==> src/rtl/cdb_writeback_arbiter.sv <==
// Per-lane result FIFOs arbitrated round-robin onto CDB_PORTS broadcast ports.
// Define CDB_BYPASS_EN to let an empty lane's input go straight to the CDB.
module cdb_writeback_arbiter #(
    parameter int N_FU       = 4,
    parameter int CDB_PORTS  = 2,
    parameter int FIFO_DEPTH = 4,
    parameter int ROB_DEPTH  = 8,
    parameter int PREG_COUNT = 64,
    localparam int RW = $clog2(ROB_DEPTH),
    localparam int PW = $clog2(PREG_COUNT)
) (
    input  logic                            clk,
    input  logic                            rst,
    input  logic                            flush,
    input  logic [N_FU-1:0]                 fu_valid,
    output logic [N_FU-1:0]                 fu_ready,
    input  logic [N_FU-1:0][RW-1:0]         fu_rob_id,
    input  logic [N_FU-1:0][PW-1:0]         fu_pd,
    input  logic [N_FU-1:0]                 fu_rd_we,
    input  logic [N_FU-1:0][31:0]           fu_value,
    output logic [CDB_PORTS-1:0]            cdb_valid,
    output logic [CDB_PORTS-1:0][RW-1:0]    cdb_rob_id,
    output logic [CDB_PORTS-1:0][PW-1:0]    cdb_pd,
    output logic [CDB_PORTS-1:0]            cdb_rd_we,
    output logic [CDB_PORTS-1:0][31:0]      cdb_value
);

    localparam int AW = $clog2(FIFO_DEPTH);
    localparam int CW = AW + 1;
    localparam int LW = (N_FU > 1) ? $clog2(N_FU) : 1;

    typedef struct packed {
        logic [RW-1:0] rob;
        logic [PW-1:0] pd;
        logic          we;
        logic [31:0]   value;
    } ent_t;

    ent_t          mem    [N_FU][FIFO_DEPTH];
    logic [CW-1:0] cnt    [N_FU];
    logic [AW-1:0] hd     [N_FU];
    logic [AW-1:0] tl     [N_FU];
    logic [LW-1:0] rr;
    logic [LW-1:0] rr_nxt;

    ent_t          in_ent [N_FU];
    ent_t          hd_ent [N_FU];
    ent_t          pent   [CDB_PORTS];
    logic [LW-1:0] pl     [CDB_PORTS];
    logic [CDB_PORTS-1:0] pv;
    logic [N_FU-1:0] cand, grant, push, pop, byp;

    always_comb begin
        for (int i = 0; i < N_FU; i++) begin
            in_ent[i] = '{fu_rob_id[i], fu_pd[i], fu_rd_we[i], fu_value[i]};
            hd_ent[i] = mem[i][hd[i]];
            // Ready comes from the registered count only; held low in reset
            fu_ready[i] = rst && (cnt[i] != CW'(FIFO_DEPTH));
`ifdef CDB_BYPASS_EN
            cand[i] = (cnt[i] != '0) || (fu_valid[i] && fu_ready[i]);
`else
            cand[i] = (cnt[i] != '0);
`endif
        end
    end

    always_comb begin : arb
        logic [2*N_FU-1:0] dbl;
        logic [2*N_FU-1:0] dg;
        logic [N_FU-1:0]   rc;
        logic [N_FU-1:0]   grot;
        int                n;
        dbl    = {cand, cand} >> rr;
        rc     = dbl[N_FU-1:0];
        grot   = '0;
        pv     = '0;
        rr_nxt = rr;
        n      = 0;
        for (int p = 0; p < CDB_PORTS; p++) pl[p] = '0;
        // Scan in rotated order so bit k is lane (rr + k) mod N_FU
        for (int k = 0; k < N_FU; k++) begin
            if (rc[k] && n < CDB_PORTS) begin
                grot[k] = 1'b1;
                for (int p = 0; p < CDB_PORTS; p++) begin
                    if (p == n) begin
                        pv[p] = 1'b1;
                        pl[p] = LW'((int'(rr) + k) % N_FU);
                    end
                end
                rr_nxt = LW'((int'(rr) + k + 1) % N_FU);
                n++;
            end
        end
        dg    = {grot, grot} << rr;
        grant = dg[2*N_FU-1:N_FU];
    end

    always_comb begin
        for (int i = 0; i < N_FU; i++) begin
`ifdef CDB_BYPASS_EN
            byp[i] = grant[i] && (cnt[i] == '0);
`else
            byp[i] = 1'b0;
`endif
            pop[i]  = grant[i] && (cnt[i] != '0);
            push[i] = fu_valid[i] && fu_ready[i] && !byp[i] && !flush;
        end
        for (int p = 0; p < CDB_PORTS; p++) begin
            pent[p] = byp[pl[p]] ? in_ent[pl[p]] : hd_ent[pl[p]];
        end
    end

    always_ff @(posedge clk) begin
        for (int i = 0; i < N_FU; i++) begin
            if (push[i]) mem[i][tl[i]] <= in_ent[i];
        end
    end

    always_ff @(posedge clk or negedge rst) begin
        if (!rst) begin
            for (int i = 0; i < N_FU; i++) begin
                cnt[i] <= '0;
                hd[i]  <= '0;
                tl[i]  <= '0;
            end
            rr         <= '0;
            cdb_valid  <= '0;
            cdb_rob_id <= '0;
            cdb_pd     <= '0;
            cdb_rd_we  <= '0;
            cdb_value  <= '0;
        end else if (flush) begin
            for (int i = 0; i < N_FU; i++) begin
                cnt[i] <= '0;
                hd[i]  <= '0;
                tl[i]  <= '0;
            end
            rr         <= '0;
            cdb_valid  <= '0;
            cdb_rob_id <= '0;
            cdb_pd     <= '0;
            cdb_rd_we  <= '0;
            cdb_value  <= '0;
        end else begin
            rr <= rr_nxt;
            for (int i = 0; i < N_FU; i++) begin
                if (push[i] && !pop[i]) cnt[i] <= cnt[i] + CW'(1);
                else if (pop[i] && !push[i]) cnt[i] <= cnt[i] - CW'(1);
                if (push[i]) tl[i] <= tl[i] + AW'(1);
                if (pop[i])  hd[i] <= hd[i] + AW'(1);
            end
            for (int p = 0; p < CDB_PORTS; p++) begin
                cdb_valid[p]  <= pv[p];
                cdb_rob_id[p] <= pv[p] ? pent[p].rob   : '0;
                cdb_pd[p]     <= pv[p] ? pent[p].pd    : '0;
                cdb_rd_we[p]  <= pv[p] ? pent[p].we    : 1'b0;
                cdb_value[p]  <= pv[p] ? pent[p].value : '0;
            end
        end
    end

endmodule

==> config.mk <==
export PLATFORM = sky130hd
export DESIGN_NAME = cdb_writeback_arbiter
export DESIGN_NICKNAME = d
export VERILOG_FILES = /design/src/rtl/cdb_writeback_arbiter.sv
export SDC_FILE = /design/constraint.sdc
export NUM_CORES = 1
export LEC_CHECK = 0
export CAP_MARGIN = 25
export CORE_AREA = 2 2 242 244
export CTS_CLUSTER_SIZE = 30
export DETAILED_ROUTE_END_ITERATION = 10
export DIE_AREA = 0 0 244 246
export DONT_BUFFER_PORTS = 1
export PLACE_DENSITY = 0.72
export SETUP_SLACK_MARGIN = 0.3
export SLEW_MARGIN = 20
export SYNTH_ARGS = -nofsm -noshare
export SYNTH_HDL_FRONTEND = slang
export SYNTH_SLANG_ARGS = --single-unit
==> constraint.sdc <==
create_clock -name clk -period 5.5 [get_ports clk]
set_input_delay 0.55 -clock clk [delete_from_list [all_inputs] [get_ports clk]]
set_output_delay 0.55 -clock clk [all_outputs]
set_load 0.01 [all_outputs]
==> results <==
- The run finished with clean final reports.
- The die outline width is 244 µm.
- Yosys attributes the largest share of cell area to edfxtp_1, mux4_2, dfrtp_1.
- The relative max-transition margin is 28.70%.
- The die extent in y is 246 µm.
- In this run, the combinational gates consume 40.1% of the power.
- The floorplan step defined a die boundary enclosing 0.06002 mm².
- The required time at the worst-slack endpoint is 5.97 ns.
- Yosys mapped a number of flops with a built-in enable equal to 672.
- STA classifies the critical path startpoint as a flip-flop.
- The clock net in this run drives a total of 788 sinks.
- The clock buffer count from CTS is 78.
- The post-detailed-placement half-perimeter wirelength is 46.79 mm.
- The post-detailed-route via-to-cell ratio is 6.417.
- Measured in cells, the most critical reg-to-reg path has a length of 11.
- For this run, the total global-route usage over all layers was measured as 26.77%.
- The design draws 0.02157 W.
- The worst path needs 4.349 ns of the cycle, external delays included.
- For this block, the initial DRC count from the detailed router was 1720.
- The min-delay analysis places its worst path in the category in2reg.
- The number of max-slew violations in the final report is 0.
- Walking the worst path, the cells encountered are or3_1, mux4_2, ha_1, inv_1, nor2_1, a22oi_1, a221oi_1, o22ai_4, buf_4, mux2i_1, o22ai_1.
- The congestion estimate from routability-driven global placement came to 0.8353.
- The worst hold path cell count is 0.
- The post-placement cell area is 0.03259 mm².
- The longest clock path from root to sink contains 3 buffers.
- The post-CTS setup buffer count is 0.
- The initial antenna violation count is 13.
- Counting flops and latches in the post-synthesis netlist gives 788.
- The cell family contributing the most delay on the critical path is buffers and inverters.
- Clock-pin slew was measured on the worst setup and hold paths at 0.06 ns.
- After synthesis, the share of flip-flops with an asynchronous set or reset is 14.72%.
- At the later pin of the worst-skew pair, clock insertion delay measures 0.63 ns.
- Global routing finished with a remaining overflow of 0.
- Relative to the synthesized area, the layout overhead comes to 15.75%.
- The tree is rooted in a clkbuf_16.
- For this design, the CTS-stage hold fixing added 142 buffers.
- In the synthesized netlist, the cells that appear most often are edfxtp_1, mux2i_1, mux4_2.
- The final hold violation count was 0.
- The slowest stage of the critical path is the buf_4 cell.
- For this block, the routed nets add up to 79.50 mm of wire.
- The analysis attributes to cell leakage a power of 12.50 nW.
- The most frequently used flop master after synthesis is edfxtp_1.
- The net count of the finished layout is 1959.
- The library cell occupying the most area in the post-synthesis netlist is edfxtp_1.
- The endpoint type of the worst setup path is a flip-flop.
- Each instance of the synthesized netlist takes up on average 19.86 µm².
- The number of instances resized during post-cts repair is 0.
- The share of total power dissipated in the clock network is 24.9%.
- The switching portion of total power is 35.97%.
- The max capacitance violation total is 0.
- The critical path in this run is classified as reg2reg.
- Setup violations remaining at the end of the flow were counted as 0.
- After detailed routing, the average wire length per cell comes to 30.64 µm.
- The worst hold path terminates at mem[2][48].
- Summing the sequential cell areas from Yosys gives 72.73% of the chip area.
- Internal power comes to 0.01381 W.
- Port buffering added 0 buffers.
- The power dissipated by switching net loads is 0.007757 W.
- Summing every instance area after synthesis gives 0.03174 mm².
- Row generation in the floorplan step produced 88 rows.
- The number of global-route vias before repair is 17539.
- The setup TNS is 0 ns.
- The post-synth net total is 1796.
- In this run, placement finished with an instance count of 2300.
- At the worst endpoint, the arrival time is 4.82 ns.
- In the synthesized netlist, the number of instances is 1598.
- The top-area cell type share of the netlist area is 63.59%.
- The netlist uses 62 different library cells.
- In this run the number of H-tree levels came out at 3.
- The largest stage delay on the critical path is 0.77 ns.
- The pin count of the biggest net entering global routing is 117.
- The number of antenna-violating nets in the routed design is 0.
- The floorplan step defined a core boundary enclosing 0.05737 mm².
- Counting both buffers and inverters, the worst setup path holds a total of 2.
- Setup repair after global routing left no endpoint under its margin.
- The effective utilization at floorplan is 55.32%.
- The worst setup skew after layout is 0.02674 ns.
- Pin placement for this block handled 265 I/O pins.
- The area of all placed cells without fillers is 0.03674 mm².
- The share of the clock period used by the worst path is 79.07%.
- For this design the ratio of total power to cell area is 587.1 mW/mm².
- Leaving out filler cells and counting taps, the final layout contains 2595.
- For the pin with the worst max-slew slack, the measured transition is 1.069 ns.
- The startpoint identified for the worst register-to-register timing path is cnt[7].
- The worst hold path begins at fu_value[70].
- For this run, the top clock speed supported by timing is 230.0 MHz.
- The worst setup slack for register-to-register paths is 1.15 ns.
- The core utilization of the finished layout is 64.04%.
- The first global-routing pass estimated 115.2 mm of wire.
- Along the worst path, the maximum fanout reaches 54.
- The Yosys step of the flow raised 0 warnings.
- The share of layout cells above drive strength 1 is 22.03%.
- The end of the worst register-to-register path is cdb_pd[10].
- In the routed design, unresolved DRC markers number 0.
- The power share of the sequential group is 34.9%.
- Detailed routing inserted a total of 16653 vias.
- The number of iterations in the first detailed-routing pass is 5.
- VDD sags by at most 1139 µV.
- Yosys instantiated no cell more often than edfxtp_1.
- The TritonCTS clock tree is yes.
==> per-layer routing <==
metal,track usage [%],share of wire (%)
met4,8.644,2.4
met1,35.58,39
met5,0,0.12
met2,44.27,50
met3,6.209,8.6
==> through the flow <==
| stage | hold slack (ns) | setup WS, ns |
|---|---|---|
| global placement | 0.2607 | 1.294 |
| finish | 0.02675 | 1.151 |
| floorplan | 0.2544 | 1.659 |
| CTS | 0.0002377 | 1.177 |
| global route | 0.01194 | 0.9020 |
| detailed placement | 0.2600 | 1.201 |
==> cells by family (layout without fill, tap and decap cells) <==
kind of cell    count (synthesis)  in the layout  share of synthesized area [%]
compound gates                164            164                          4.100
xor+xnor                       23             23                         0.6347
fa+ha+maj                      23             23                          1.001
buf+inv                       117            344                          1.711
flops                         788            788                          72.73
mux                           344            344                          17.65
other cells                     0              5                              0
simple gates                  139            139                          2.172
==> worst max-delay path by stage <==
stage                 end  depth (start not counted)    from  slack (ns)
6_report       cdb_pd[10]                         11  cnt[7]        1.15
2_1_floorplan      cnt[7]                         15   rr[0]        1.66
4_1_cts            cnt[7]                         10   rr[0]        1.18
3_3_place_gp       cnt[7]                         10   rr[0]        1.29
5_1_grt         cdb_pd[8]                         12   rr[1]        0.90
3_5_place_dp       cnt[7]                         10   rr[0]        1.20
==> area by class of cell <==
type	instances	area [µm²]
Sequential cell	788	23100
Timing Repair Buffer	177	1807
Antenna cell	5	12.51
Clock buffer	109	2225
Inverter	23	86.33
Fill cell	3801	20630
Multi-Input combinational cell	693	8177
Tap cell	765	957.2
Clock inverter	35	367.9
==> power groups by stage <==
stage          clock network, W  registers [W]  logic [W]
3_3_place_gp                  0        0.00776    0.00798
3_5_place_dp                  0        0.00771    0.00831
2_1_floorplan                 0        0.00729    0.00668
6_report                0.00538        0.00754    0.00865
5_1_grt                 0.00565        0.00759    0.00913
4_1_cts                 0.00544        0.00759    0.00854
==> placed cells by master, fill, tap and decap left out, drive strengths merged, types with 4 or more instances in the layout <==
| cell | netlist | routed |
|---|---|---|
| xnor2 | 18 | 18 |
| nor3 | 20 | 20 |
| bufinv | 0 | 7 |
| a211oi | 5 | 5 |
| o21ai | 22 | 22 |
| xor2 | 5 | 5 |
| o22ai | 86 | 86 |
| nand3 | 6 | 6 |
| a31oi | 5 | 5 |
| ha | 19 | 19 |
| clkbuf | 49 | 109 |
| clkinv | 1 | 24 |
| mux4 | 171 | 171 |
| a21oi | 22 | 22 |
| fa | 4 | 4 |
| nand2 | 24 | 24 |
| or3 | 5 | 5 |
| edfxtp | 672 | 672 |
| buf | 45 | 37 |
| diode | 0 | 5 |
| inv | 22 | 25 |
| and2 | 18 | 18 |
| mux2i | 172 | 172 |
| nor2 | 46 | 46 |
| dlygate4sd3 | 0 | 140 |
| dfrtp | 116 | 116 |
==> registers in the layout, summed over array words and instances, names as in the netlist <==
name,count
cdb_pd,12
cdb_rd_we,2
cdb_rob_id,6
cdb_valid,2
cdb_value,64
cnt,12
hd,8
mem,672
rr,2
tl,8
==> worst register-to-register path, stage by stage, from the launching register on <==
cell and delay (ns):
dfrtp_1 0.43, or3_1 0.52, mux4_2 0.58, ha_1 0.47
inv_1 0.23, nor2_1 0.09, a22oi_1 0.19, a221oi_1 0.13
o22ai_4 0.22, buf_4 0.77, mux2i_1 0.45, o22ai_1 0.13
(Power assumes the default switching activity.)
